$ cat src/rtl/sys_array_ctrl_if.sv
// Window stream between the im2col producer and the systolic-chain sequencer.
// The producer drives valid/data; the sequencer answers with ready.
interface sys_array_ctrl_if #(
   parameter int WIN_W = 216
);
   logic             win_valid;
   logic             win_ready;
   logic [WIN_W-1:0] win_data;

   modport master (output win_valid, output win_data, input win_ready);
   modport slave  (input win_valid, input win_data, output win_ready);
endinterface

$ cat src/rtl/sys_array_ctrl.sv
// Sequencer for a weight-stationary systolic chain of NUM_OF_FILTERS PEs.
// Issues one im2col window per cycle onto a0 and follows each window through
// the PE skew with a {valid, idx} tag pipeline, so res_valid[k] marks the
// cycle PE k's out_c holds that window's result. done pulses once the last
// window has left the final PE.
module sys_array_ctrl #(
   parameter int NUM_OF_FILTERS = 16,
   parameter int WIN_W          = 216,
   parameter int PE_LAT         = 1,
   parameter int CNT_W          = 16
) (
   input  logic                      clk_i,
   input  logic                      rst_n,
   input  logic                      start,
   input  logic                      abort,
   input  logic [CNT_W-1:0]          num_windows,
   sys_array_ctrl_if.slave           win,
   output logic [WIN_W-1:0]          a0,
   output logic [NUM_OF_FILTERS-1:0] res_valid,
   output logic [CNT_W-1:0]          res_win_idx,
   output logic                      busy,
   output logic                      done,
   output logic [CNT_W-1:0]          issued_cnt
);

   // Stage 0 is the cycle a window sits on a0; stage k+PE_LAT feeds res_valid[k].
   localparam int DEPTH     = NUM_OF_FILTERS + PE_LAT;
   // Cycles spent in DRAIN so done lands one cycle after the last PE result.
   localparam int DRAIN_CYC = NUM_OF_FILTERS - 1 + PE_LAT;
   localparam int DC_W      = $clog2(DRAIN_CYC + 1);

   typedef enum logic [1:0] {S_IDLE, S_RUN, S_DRAIN, S_DONE} state_t;

   typedef struct packed {
      logic             valid;
      logic [CNT_W-1:0] idx;
   } tag_t;

   state_t           state_q, state_d;
   logic [CNT_W-1:0] n_q;
   logic [DC_W-1:0]  drain_cnt;
   tag_t             pipe [DEPTH];
   logic             accept;
   logic             start_ok;

   assign win.win_ready = (state_q == S_RUN) && (issued_cnt < n_q);
   // abort wins over a same-cycle transfer or start.
   assign accept        = win.win_valid && win.win_ready && !abort;
   assign start_ok      = (state_q == S_IDLE) && start && !abort;

   assign busy        = (state_q == S_RUN) || (state_q == S_DRAIN);
   assign done        = (state_q == S_DONE);
   assign res_win_idx = pipe[PE_LAT].idx;

   // State register.
   // NOTE: sequential state is written with non-blocking assignments only, so
   // every flop samples values from before the clock edge.
   always_ff @(posedge clk_i or negedge rst_n) begin
      if (!rst_n) state_q <= S_IDLE;
      else        state_q <= state_d;
   end

   // Next-state decode; abort overrides every transition.
   // NOTE: state_d gets a default before the case so no path infers a latch.
   always_comb begin
      state_d = state_q;
      case (state_q)
         S_IDLE:  if (start) state_d = (num_windows == '0) ? S_DONE : S_RUN;
         S_RUN:   if (issued_cnt == n_q) state_d = S_DRAIN;
         S_DRAIN: if (drain_cnt == DC_W'(DRAIN_CYC - 1)) state_d = S_DONE;
         S_DONE:  state_d = S_IDLE;
         default: state_d = S_IDLE;
      endcase
      if (abort) state_d = S_IDLE;
   end

   // Job length latch and window counter; the count holds after the job ends.
   always_ff @(posedge clk_i or negedge rst_n) begin
      if (!rst_n) begin
         n_q        <= '0;
         issued_cnt <= '0;
      end else if (start_ok) begin
         n_q        <= num_windows;
         issued_cnt <= '0;
      end else if (accept) begin
         issued_cnt <= issued_cnt + CNT_W'(1);
      end
   end

   // Counts cycles spent in DRAIN; parked at zero elsewhere.
   always_ff @(posedge clk_i or negedge rst_n) begin
      if (!rst_n)                  drain_cnt <= '0;
      else if (state_q != S_DRAIN) drain_cnt <= '0;
      else                         drain_cnt <= drain_cnt + DC_W'(1);
   end

   // a0 drive and tag shift register; bubbles and idle cycles shift in zeros.
   // NOTE: the tag pipeline is reset (unlike a data RAM) because res_valid is
   // read straight from it and must be zero out of reset.
   always_ff @(posedge clk_i or negedge rst_n) begin
      if (!rst_n) begin
         a0 <= '0;
         for (int i = 0; i < DEPTH; i++) pipe[i] <= '0;
      end else if (abort) begin
         a0 <= '0;
         for (int i = 0; i < DEPTH; i++) pipe[i] <= '0;
      end else begin
         a0      <= accept ? win.win_data : '0;
         pipe[0] <= accept ? tag_t'{valid: 1'b1, idx: issued_cnt} : '0;
         for (int i = 1; i < DEPTH; i++) pipe[i] <= pipe[i-1];
      end
   end

   // Per-filter result strobes tapped from the tag pipeline.
   always_comb begin
      res_valid = '0;
      for (int k = 0; k < NUM_OF_FILTERS; k++) res_valid[k] = pipe[k+PE_LAT].valid;
   end

endmodule
$ cat src/flat_wrapper.sv
// flat-port wrapper written by rule: the top's interface ports become plain ports
module sys_array_ctrl_flat 
#(
   parameter int NUM_OF_FILTERS = 16,
   parameter int WIN_W          = 216,
   parameter int PE_LAT         = 1,
   parameter int CNT_W          = 16
)
  (clk_i, rst_n, start, abort, num_windows, a0, res_valid, res_win_idx, busy, done, issued_cnt, win_win_valid, win_win_data, win_win_ready);
  sys_array_ctrl_if #(.WIN_W(WIN_W)) win_i ();
  input  logic clk_i;
  input  logic rst_n;
  input  logic start;
  input  logic abort;
  input  logic [CNT_W-1:0] num_windows;
  output logic [WIN_W-1:0] a0;
  output logic [NUM_OF_FILTERS-1:0] res_valid;
  output logic [CNT_W-1:0] res_win_idx;
  output logic busy;
  output logic done;
  output logic [CNT_W-1:0] issued_cnt;
  input wire logic [$bits(win_i.win_valid)-1:0] win_win_valid;
  input wire logic [$bits(win_i.win_data)-1:0] win_win_data;
  output wire logic [$bits(win_i.win_ready)-1:0] win_win_ready;
  assign win_i.win_valid = win_win_valid;
  assign win_i.win_data = win_win_data;
  assign win_win_ready = win_i.win_ready;
  sys_array_ctrl #(.NUM_OF_FILTERS(NUM_OF_FILTERS), .WIN_W(WIN_W), .PE_LAT(PE_LAT), .CNT_W(CNT_W)) u_core (.clk_i(clk_i), .rst_n(rst_n), .start(start), .abort(abort), .num_windows(num_windows), .win(win_i), .a0(a0), .res_valid(res_valid), .res_win_idx(res_win_idx), .busy(busy), .done(done), .issued_cnt(issued_cnt));
endmodule
$ cat config.mk
export PLATFORM = sky130hd
export DESIGN_NAME = sys_array_ctrl_flat
export DESIGN_NICKNAME = d
export VERILOG_FILES = /design/src/rtl/sys_array_ctrl_if.sv /design/src/rtl/sys_array_ctrl.sv /design/src/flat_wrapper.sv
export SDC_FILE = /design/constraint.sdc
export NUM_CORES = 1
export LEC_CHECK = 0
export CAP_MARGIN = 5
export CELL_PAD_IN_SITES_DETAIL_PLACEMENT = 0
export CELL_PAD_IN_SITES_GLOBAL_PLACEMENT = 1
export CORE_MARGIN = 8
export CORE_UTILIZATION = 32
export CTS_CLUSTER_DIAMETER = 150
export CTS_CLUSTER_SIZE = 12
export DETAILED_ROUTE_END_ITERATION = 10
export GPL_ROUTABILITY_DRIVEN = 1
export PLACE_DENSITY_LB_ADDON = 0.2
export SETUP_SLACK_MARGIN = 0.4
export SLEW_MARGIN = 10
export SYNTH_ARGS = -nofsm -noshare
export SYNTH_HDL_FRONTEND = slang
export SYNTH_SLANG_ARGS = --single-unit
export TNS_END_PERCENT = 10
$ cat constraint.sdc
create_clock -name clk_i -period 2.7 [get_ports clk_i]
set_clock_uncertainty 0.1 [all_clocks]
set_input_delay 0.81 -clock clk_i [delete_from_list [all_inputs] [get_ports clk_i]]
set_output_delay 0.81 -clock clk_i [all_outputs]
set_load 0.01 [all_outputs]
; Word level (Yosys, flattened, before mapping)
; Index checks and enable logic that the tools add are counted.
[totals]
ff_bits = 528
inputBits = 237
output_inout_bits = 267
word_cells = 74
[classes]
n_addsub = 2
magnitude_cmp = 1
eq_ne = 9
muxes = 13
reduce_logical = 11
[ops]
columns = operator, count
row1 = 216-bit two-way mux, 2
row2 = 289-bit two-way mux, 1
row3 = 16-bit two-way mux, 2
row4 = 17-bit two-way mux, 1
row5 = 16-bit by 1-bit adder with 16-bit output (second input constant), 1
row6 = 16-bit equality test, 1
row7 = 16-bit logical NOT, 1
row8 = 16-bit less-than comparator, 1
row9 = 2-bit two-way mux, 5
row10 = 3-bit != test (second input constant), 3
row11 = 2-bit case mux with 4 select lines, 1
row12 = 5-bit by 1-bit adder with 5-bit output (second input constant), 1
row13 = 5-bit by 4-bit equality test with 1-bit output (second input constant), 1
row14 = 1-bit logical AND, 5
row15 = 5-bit two-way mux, 1
row16 = 2-bit equality test (second input constant), 2
row17 = 3-bit AND reduction, 1
row18 = 2-bit by 1-bit equality test with 1-bit output (second input constant), 1
row19 = 2-bit logical NOT, 1
row20 = 2-bit != test (second input constant), 1
row21 = 2-bit nonzero test, 1
row22 = 1-bit logical NOT, 1
row23 = 1-bit logical OR, 1

; Longest topological paths before layout
; Gate-level depths: netlist (run 1).
[logic_depth]
word_depth = 6
ltp_mapped = 10
mapped_depth_nobuf = 9

; Worst setup path before layout (run 1)
; No wires, ideal clock.
[synth_path]
path_type = reg-to-output
from = register u_core.issued_cnt[1]
to = output port win_win_ready
arrival_ns = 1.592
t_required_ns = 1.790
setup_slack_ns = 0.198
stages_incl_launch_ff = 6
path_buffers = 0
path_cell_list = dfrtp_1 > ha_1 > nor2b_1 > o211ai_1 > a2111o_1 > and4_1
[synth_via]
elab_chain_cells = 2
[synth_rtl]
columns = element, line_no
row1 = start: declaration, sys_array_ctrl.sv:23  ; output logic [CNT_W-1:0] issued_cnt
row2 = start signal: assignment, sys_array_ctrl.sv:86  ; issued_cnt <= issued_cnt + CNT_W'(1);
row3 = 16-bit less-than comparator, sys_array_ctrl.sv:46  ; assign win.win_ready = (state_q == S_RUN) && (issued_cnt < n_q);
row4 = 1-bit logical AND, sys_array_ctrl.sv:46
row5 = end: declaration, flat_wrapper.sv:24  ; output wire logic [$bits(win_i.win_ready)-1:0] win_win_ready;
; Every way passes these cells.

; Worst setup path in the final report (run 1)
[layout_path]
from = register u_core.issued_cnt[14]
to = output port win_win_ready
; The elaborated chain is that of the path after synthesis.

==> qor.yml, run 1 <==
route:
  wl_per_cell_um: 22.4
  route.detailed.vias_per_inst: 4.30
  route.layer.met1.wl_mm: 15.5
  firstDrtPassIters: 4
  routed_wire_length_on_met2_mm: 21.6
  postRouteAntennaNets: 0
  detail_route.wirelength_mm: 41.5
  highest_metal_used: "met4"
  drc: 0
  initialDrtViolationCount: 376
  met3_layer_wire_length_in_the_routed_design_mm: 3.26
  vias: 7960
logic_synthesis:
  ys_async_sr_fraction_pct: 100
  synth_warnings: 0
  synth_largest_type_area_fraction_pct: 69.6
  synth_sequential_area_ratio_pct: 69.6
  synth.avg_cell_area_um2: 13.1
  number_of_flops_mapped_to_enable_cells_by_yosys: 0
  seq_cells_post_synth: 304
  total_standard_cell_area_after_synthesis_um2: 10900
  syn-instance-count: 837
  largest_cells_by_area_after_synthesis: "dfrtp_1, and2_1, ha_1"
  synth.cells.most_frequent: "dfrtp_1, and2_1, nor2b_1"
  post_synth_num_cell_types: 42
  synth.most_common_cell: "dfrtp_1"
  synth_top_area_cell: "dfrtp_1"
  syn-num-nets: 1098
  synth-main-ff-cell: "dfrtp_1"
floorplanning:
  std_cell_rows: 67
  initial_core_util_pct: 32.5
  die_width_um: 201
  pin_count: 504
  die_y_um: 201
  area_inside_the_core_boundary_um2: 33600
  floorplan.die_area_um2: 40300
placement:
  postPlaceCellArea_um2: 16800
  globalplace.congestion: 0.847
  detailedPlacementHpwl_mm: 31.9
  buffer_ports.inserted: 503
  pre_cts_slack_ns: -0.200
timing:
  worst_hold_margin_ns: 0.0706
  hold_viol_final: 0
  max_clock_freq_mhz: 324
  worst_pin_slew_ns: 0.432
  finalCritPeriodShare_pct: 114
  slew_headroom_pct: 71.2
  final_max_slew_viol_count: 0
  rsz_0062_raised_after_global_routing: "true"
  setup_violations: 243
  final_critical_path_setup_slack_ns: -0.382
  min_period_ns: 3.08
  setup_total_negative_slack_ns: -37.14
job:
  timing.max_cap.violations: 0
critical_path:
  critical_path.n_buffers_inverters: 2
  end_kind: "primary output"
  critical_path.most_common_cell: "buf_6"
  critical_path_class: "flop to primary output"
  worstPathCellList: "ha_4, nand4_4, buf_6, a2111o_1, and4_4, buf_6"
  path_delay_family: "flip-flops"
  required_ns: 1.79
  startpoint_type: "flop"
  worst-endpoint-arrival_ns: 2.17
  critPathSlowestCell: "dfrtp_1"
  path_max_fanout: 3
  crit_path_max_incr_delay_ns: 0.41
power:
  power_per_cell_area_nw_per_um2: 620
  p_leak_nw: 9.55
  power.ir.vdd_worst_uv: 472
finish:
  layout_cell_share_with_drive_strength_beyond_1_pct: 15.0
  layout.cell_area.non_filler_um2: 18100
  fin_nets: 1656
  final_util_pct: 53.8
  syn_to_final_growth_pct: 65.5
run_status:
  violations: "negative setup slack"
  run_status: "finished, violations left"
clock_tree:
  post_cts_hold_buffer_count: 0
  clk_latency_ns: 0.55
  clockRootBuffer: "clkbuf_16"
  buffers_from_clock_root_to_sink_at_most: 3
  tritoncts: "yes"
  cts-htree-levels: 1
  tritoncts.num_buffers: 29
  path_clk_slew_ns: 0.06
  clock_sink_count: 304
global_routing:
  track_usage_pct: 20.1
  first_global_vias: 8356
  grt_overflow: 0
  grt_max_degree: 69
  grt_first_pass_wirelength_mm: 60.5
  antenna_found_initial: 9
hold_path:
  min_path_type: "primary input to async pin"
## layout by cell type (no fill, tap or decap), types with 7 or more instances in the layout
| cell | count |
|---|---|
| a21oi_1 | 12 |
| a21oi_2 | 7 |
| and2_1 | 205 |
| and2_4 | 25 |
| buf_12 | 17 |
| buf_16 | 10 |
| buf_4 | 45 |
| buf_6 | 23 |
| clkbuf_16 | 30 |
| clkdlybuf4s50_1 | 235 |
| dfrtp_1 | 302 |
| diode_2 | 9 |
| dlygate4sd2_1 | 248 |
| ha_1 | 14 |
| ha_4 | 10 |
| inv_1 | 19 |
| nand2_1 | 27 |
| nand3_1 | 7 |
| nand4_1 | 9 |
| nor2_1 | 15 |
| nor2b_1 | 35 |
| o21ai_0 | 23 |
| or3_1 | 7 |
## per-layer routing
layer  global-route usage (%)  up-vias
li1                         -     3734
met1                     22.3     3890
met2                     35.6      276
met3                     7.00       60
met4                     6.44        0
met5                        0        -
## final timing paths
kind,start,to,slack (ns),cells after the start
max in group asynchronous,rst_n,u_core.res_win_idx[14]$_DFF_PN0_,1.66,2
setup / recovery,u_core.issued_cnt[14]$_DFFE_PN0P_,win_win_ready,-0.38,6
setup reg to reg,u_core.issued_cnt[14]$_DFFE_PN0P_,u_core.issued_cnt[8]$_DFFE_PN0P_,-0.25,17
min in group clk_i,u_core.drain_cnt[0]$_DFF_PN0_,u_core.drain_cnt[0]$_DFF_PN0_,0.35,1
hold reg to reg,u_core.drain_cnt[0]$_DFF_PN0_,u_core.drain_cnt[0]$_DFF_PN0_,0.35,1
hold / removal,rst_n,u_core.a0[67]$_DFF_PN0_,0.07,1
## through the flow
stage | total power [mW] | instances
floorplan | 6.02 | 837
global placement | 7.41 | 1778
detailed placement | 7.44 | 1778
CTS | 11.3 | 1840
global route | 11.8 | 1853
finish | 11.2 | 1853
## cell type report
cell class              count  area (um^2)
inverters                  25         98.8
flip-flops and latches    304         7610
clock inverters             2         17.5
well taps                 448          561
repair buffers            597         5980
clock buffers              30          729
fillers                  3009        15500
multi-input cells         438         3070
diodes                      9         22.5
## kinds of logic after synthesis
kind of cell	after synthesis	share of synthesized area (%)
simple gates	353	19.6
flops	304	69.6
buf+inv	95	4.73
compound gates	57	2.98
fa+ha+maj	24	2.75
xor+xnor	4	0.321
## worst register-to-register path: stages, from the launching register on
cell	delay, ns
dfrtp_1	0.41
ha_4	0.29
nand4_4	0.11
buf_6	0.14
a2111o_1	0.36
buf_4	0.14
buf_4	0.12
buf_6	0.10
buf_6	0.10
buf_6	0.10
buf_6	0.10
nand4_4	0.11
inv_6	0.08
buf_6	0.13
buf_16	0.15
buf_4	0.14
nand4b_1	0.08
a21oi_1	0.07
## repair_timing
item / CTS / global route
setup buffers: 18 / 2
endpoints found under the setup margin: 502 / 262
pin swaps: 19 / 5
resized for setup: 361 / 39
gates cloned: 12 / 2
## where the power goes
group          switching [mW]  internal (mW)  total (mW)  leakage (nW)
Combinational            1.22           1.47        2.69          4.98
Sequential              0.104           4.89        5.00          4.19
Clock                    1.63           1.89        3.53         0.368
Total                    2.96           8.25        11.2          9.55
## flip-flops by register name, indices dropped and copies added, names as in the netlist
name                cells
u_core.a0             216
u_core.pipe            17
u_core.issued_cnt      16
u_core.n_q             16
u_core.res_valid       16
u_core.res_win_idx     16
u_core.drain_cnt        5
u_core.state_q          2
Note: power is estimated with default switching activity, not from simulation.
==> inputs of run 2 (changes only) <==
Settings changed: SLEW_MARGIN 10 to 20.
==> results of run 2 <==
The final DEF is identical to that of run 1; final timing and power are the same.
==> inputs of run 3 (changes only) <==
Settings changed: CELL_PAD_IN_SITES_DETAIL_PLACEMENT 0 to unset, CELL_PAD_IN_SITES_GLOBAL_PLACEMENT 1 to unset, CORE_AREA set to 8 8 189 191, CORE_MARGIN 8 to unset, CORE_UTILIZATION 32 to unset, DIE_AREA set to 0 0 197 199, GPL_ROUTABILITY_DRIVEN 1 to unset.
==> run 3 against run 2 <==
Compared with the run above: sequential power hardly changed; largest cell class unchanged; clock power hardly changed; final area is 0.66% higher; worst setup slack worse by 0.045 ns; critical path type unchanged; largest power group unchanged; the run still ends with negative setup slack left; non-clock buffer count is 11 lower; sequential cell count stayed put; final cell count is 0.54% lower.
==> qor.yml, run 3 (synthesis gave the netlist of run 1 again) <==
run_status:
  violations: "negative setup slack"
  run_status: "finished, violations left"
clock_tree:
  post_cts_hold_buffer_count: 0
  clk_latency_ns: 0.54
  buffers_from_clock_root_to_sink_at_most: 3
  clock_sink_count: 304
  path_clk_slew_ns: 0.06
  tritoncts.num_buffers: 29
  cts-htree-levels: 1
  tritoncts: "yes"
  clockRootBuffer: "clkbuf_16"
finish:
  instances_no_fill: 1843
  layout.cells.most_common_list: "dfrtp_1, dlygate4sd2_1, clkdlybuf4s50_1"
  largest_register_ff_count: 216
  layout_cell_share_with_drive_strength_beyond_1_pct: 23.1
  fin_nets: 1647
  largest-register: "u_core.a0"
  fill_cells: 2874
  layout.cell_area.non_filler_um2: 18200
  layout_top_registers: "u_core.a0 (216), u_core.pipe (17)"
  syn_to_final_growth_pct: 66.6
  final_common_cell: "dfrtp_1"
timing:
  min_period_ns: 3.13
  setup_violations: 1
  rsz_0062_raised_after_global_routing: "true"
  final_critical_path_setup_slack_ns: -0.428
  worst_pin_slew_ns: 0.451
  slew_headroom_pct: 69.6
  setup_total_negative_slack_ns: -0.428
  final_max_slew_viol_count: 0
  hold_viol_final: 0
  max_clock_freq_mhz: 320
  finalCritPeriodShare_pct: 116
critical_path:
  critical_path_class: "flop to primary output"
  worst-endpoint-arrival_ns: 2.22
  required_ns: 1.79
  startpoint_type: "flop"
  end_kind: "primary output"
  worstRegToRegCells: 12
  crit_path_max_incr_delay_ns: 0.42
  critPathSlowestCell: "dfrtp_2"
  worstPathCellList: "ha_4, nor2b_1, o211ai_1, a2111o_1, and4_4, buf_6"
  path_max_fanout: 2
route:
  postRouteAntennaNets: 0
  initialDrtViolationCount: 354
  detail_route.wirelength_mm: 39.9
  wl_per_cell_um: 21.7
  drc: 0
  route.detailed.vias_per_inst: 4.38
  vias: 8065
  firstDrtPassIters: 4
power:
  p_leak_nw: 9.64
  power.ir.vdd_worst_uv: 430
  power_per_cell_area_nw_per_um2: 621
floorplanning:
  die_y_um: 199
  floorplan.die_area_um2: 39200
  area_inside_the_core_boundary_um2: 32900
  die_width_um: 197
  pin_count: 504
  initial_core_util_pct: 33.3
  std_cell_rows: 67
job:
  timing.max_cap.violations: 0
placement:
  globalplace.congestion: 0.838
  post-place-cells: 1761
  detailedPlacementHpwl_mm: 29.0
  buffer_ports.inserted: 503
  pre_cts_slack_ns: -0.222
  postPlaceCellArea_um2: 16600
global_routing:
  first_global_vias: 8524
  antenna_found_initial: 9
  grt_max_degree: 72
  grt_first_pass_wirelength_mm: 56.5
  grt_overflow: 0
  track_usage_pct: 19.3
hold_path:
  min_path_type: "primary input to async pin"
run 3: layout make-up:
class                      count  area, um^2  area share, %
clock buffer                  31         733           4.03
timing repair inverter         1        8.76         0.0481
timing repair buffer         586        5790           31.8
antenna                        8        20.0          0.110
inverter                      25         101          0.557
sequential                   304        7610           41.8
clock inverter                 1        8.76         0.0481
tap                          448         561           3.08
multi-input combinational    439        3380           18.6
run 3: worst paths after layout:
check / start / to / slack [ns]
setup / recovery: u_core.issued_cnt[1]$_DFFE_PN0P_ / win_win_ready / -0.43
setup reg to reg: u_core.issued_cnt[1]$_DFFE_PN0P_ / u_core.a0[120]$_DFF_PN0_ / 0
hold reg to reg: u_core.pipe[287]$_DFF_PN0_ / u_core.res_win_idx[15]$_DFF_PN0_ / 0.35
max in group asynchronous: rst_n / u_core.a0[67]$_DFF_PN0_ / 1.74
min in group clk_i: u_core.pipe[287]$_DFF_PN0_ / u_core.res_win_idx[15]$_DFF_PN0_ / 0.35
hold / removal: rst_n / u_core.a0[21]$_DFF_PN0_ / 0.04
run 3: power breakdown:
group	total [mW]	switching, mW	internal, mW	leakage, nW
combinational	2.77	1.24	1.54	5.08
clock	3.53	1.64	1.89	0.364
sequential	5.00	0.106	4.89	4.19
total	11.3	2.98	8.32	9.64
run 3: worst max-delay path, delay by kind of cell, from the launching register on:
| kind | cells | cell delay [ns] |
|---|---|---|
| compound gates | 2 | 0.53 |
| simple gates | 2 | 0.35 |
| flops | 1 | 0.42 |
| buf+inv | 1 | 0.12 |
| fa+ha+maj | 1 | 0.26 |
run 3: layer usage:
metal	vias up	track usage, %	routed length (um)
li1	3716	-	-
met1	3972	22.3	14700
met2	316	33.5	20600
met3	59	6.36	3500
met4	2	6.49	1040
met5	-	0	12
run 3: stage by stage:
step	hold slack (ns)	utilization, %	power, mW
global route	0.0340	55.4	11.9
detailed placement	0.353	50.6	7.36
CTS	0.0224	54.9	11.3
finish	0.0373	55.4	11.3
global placement	0.344	50.6	7.32
floorplan	0.333	-	6.02
run 3: repair_timing:
action	4_1_cts	5_1_grt
setup buffers	22	7
hold endpoints to repair	0	0
endpoints found under the setup margin	506	264
gates cloned	9	4
pin swaps	148	22
gates resized for setup	492	21
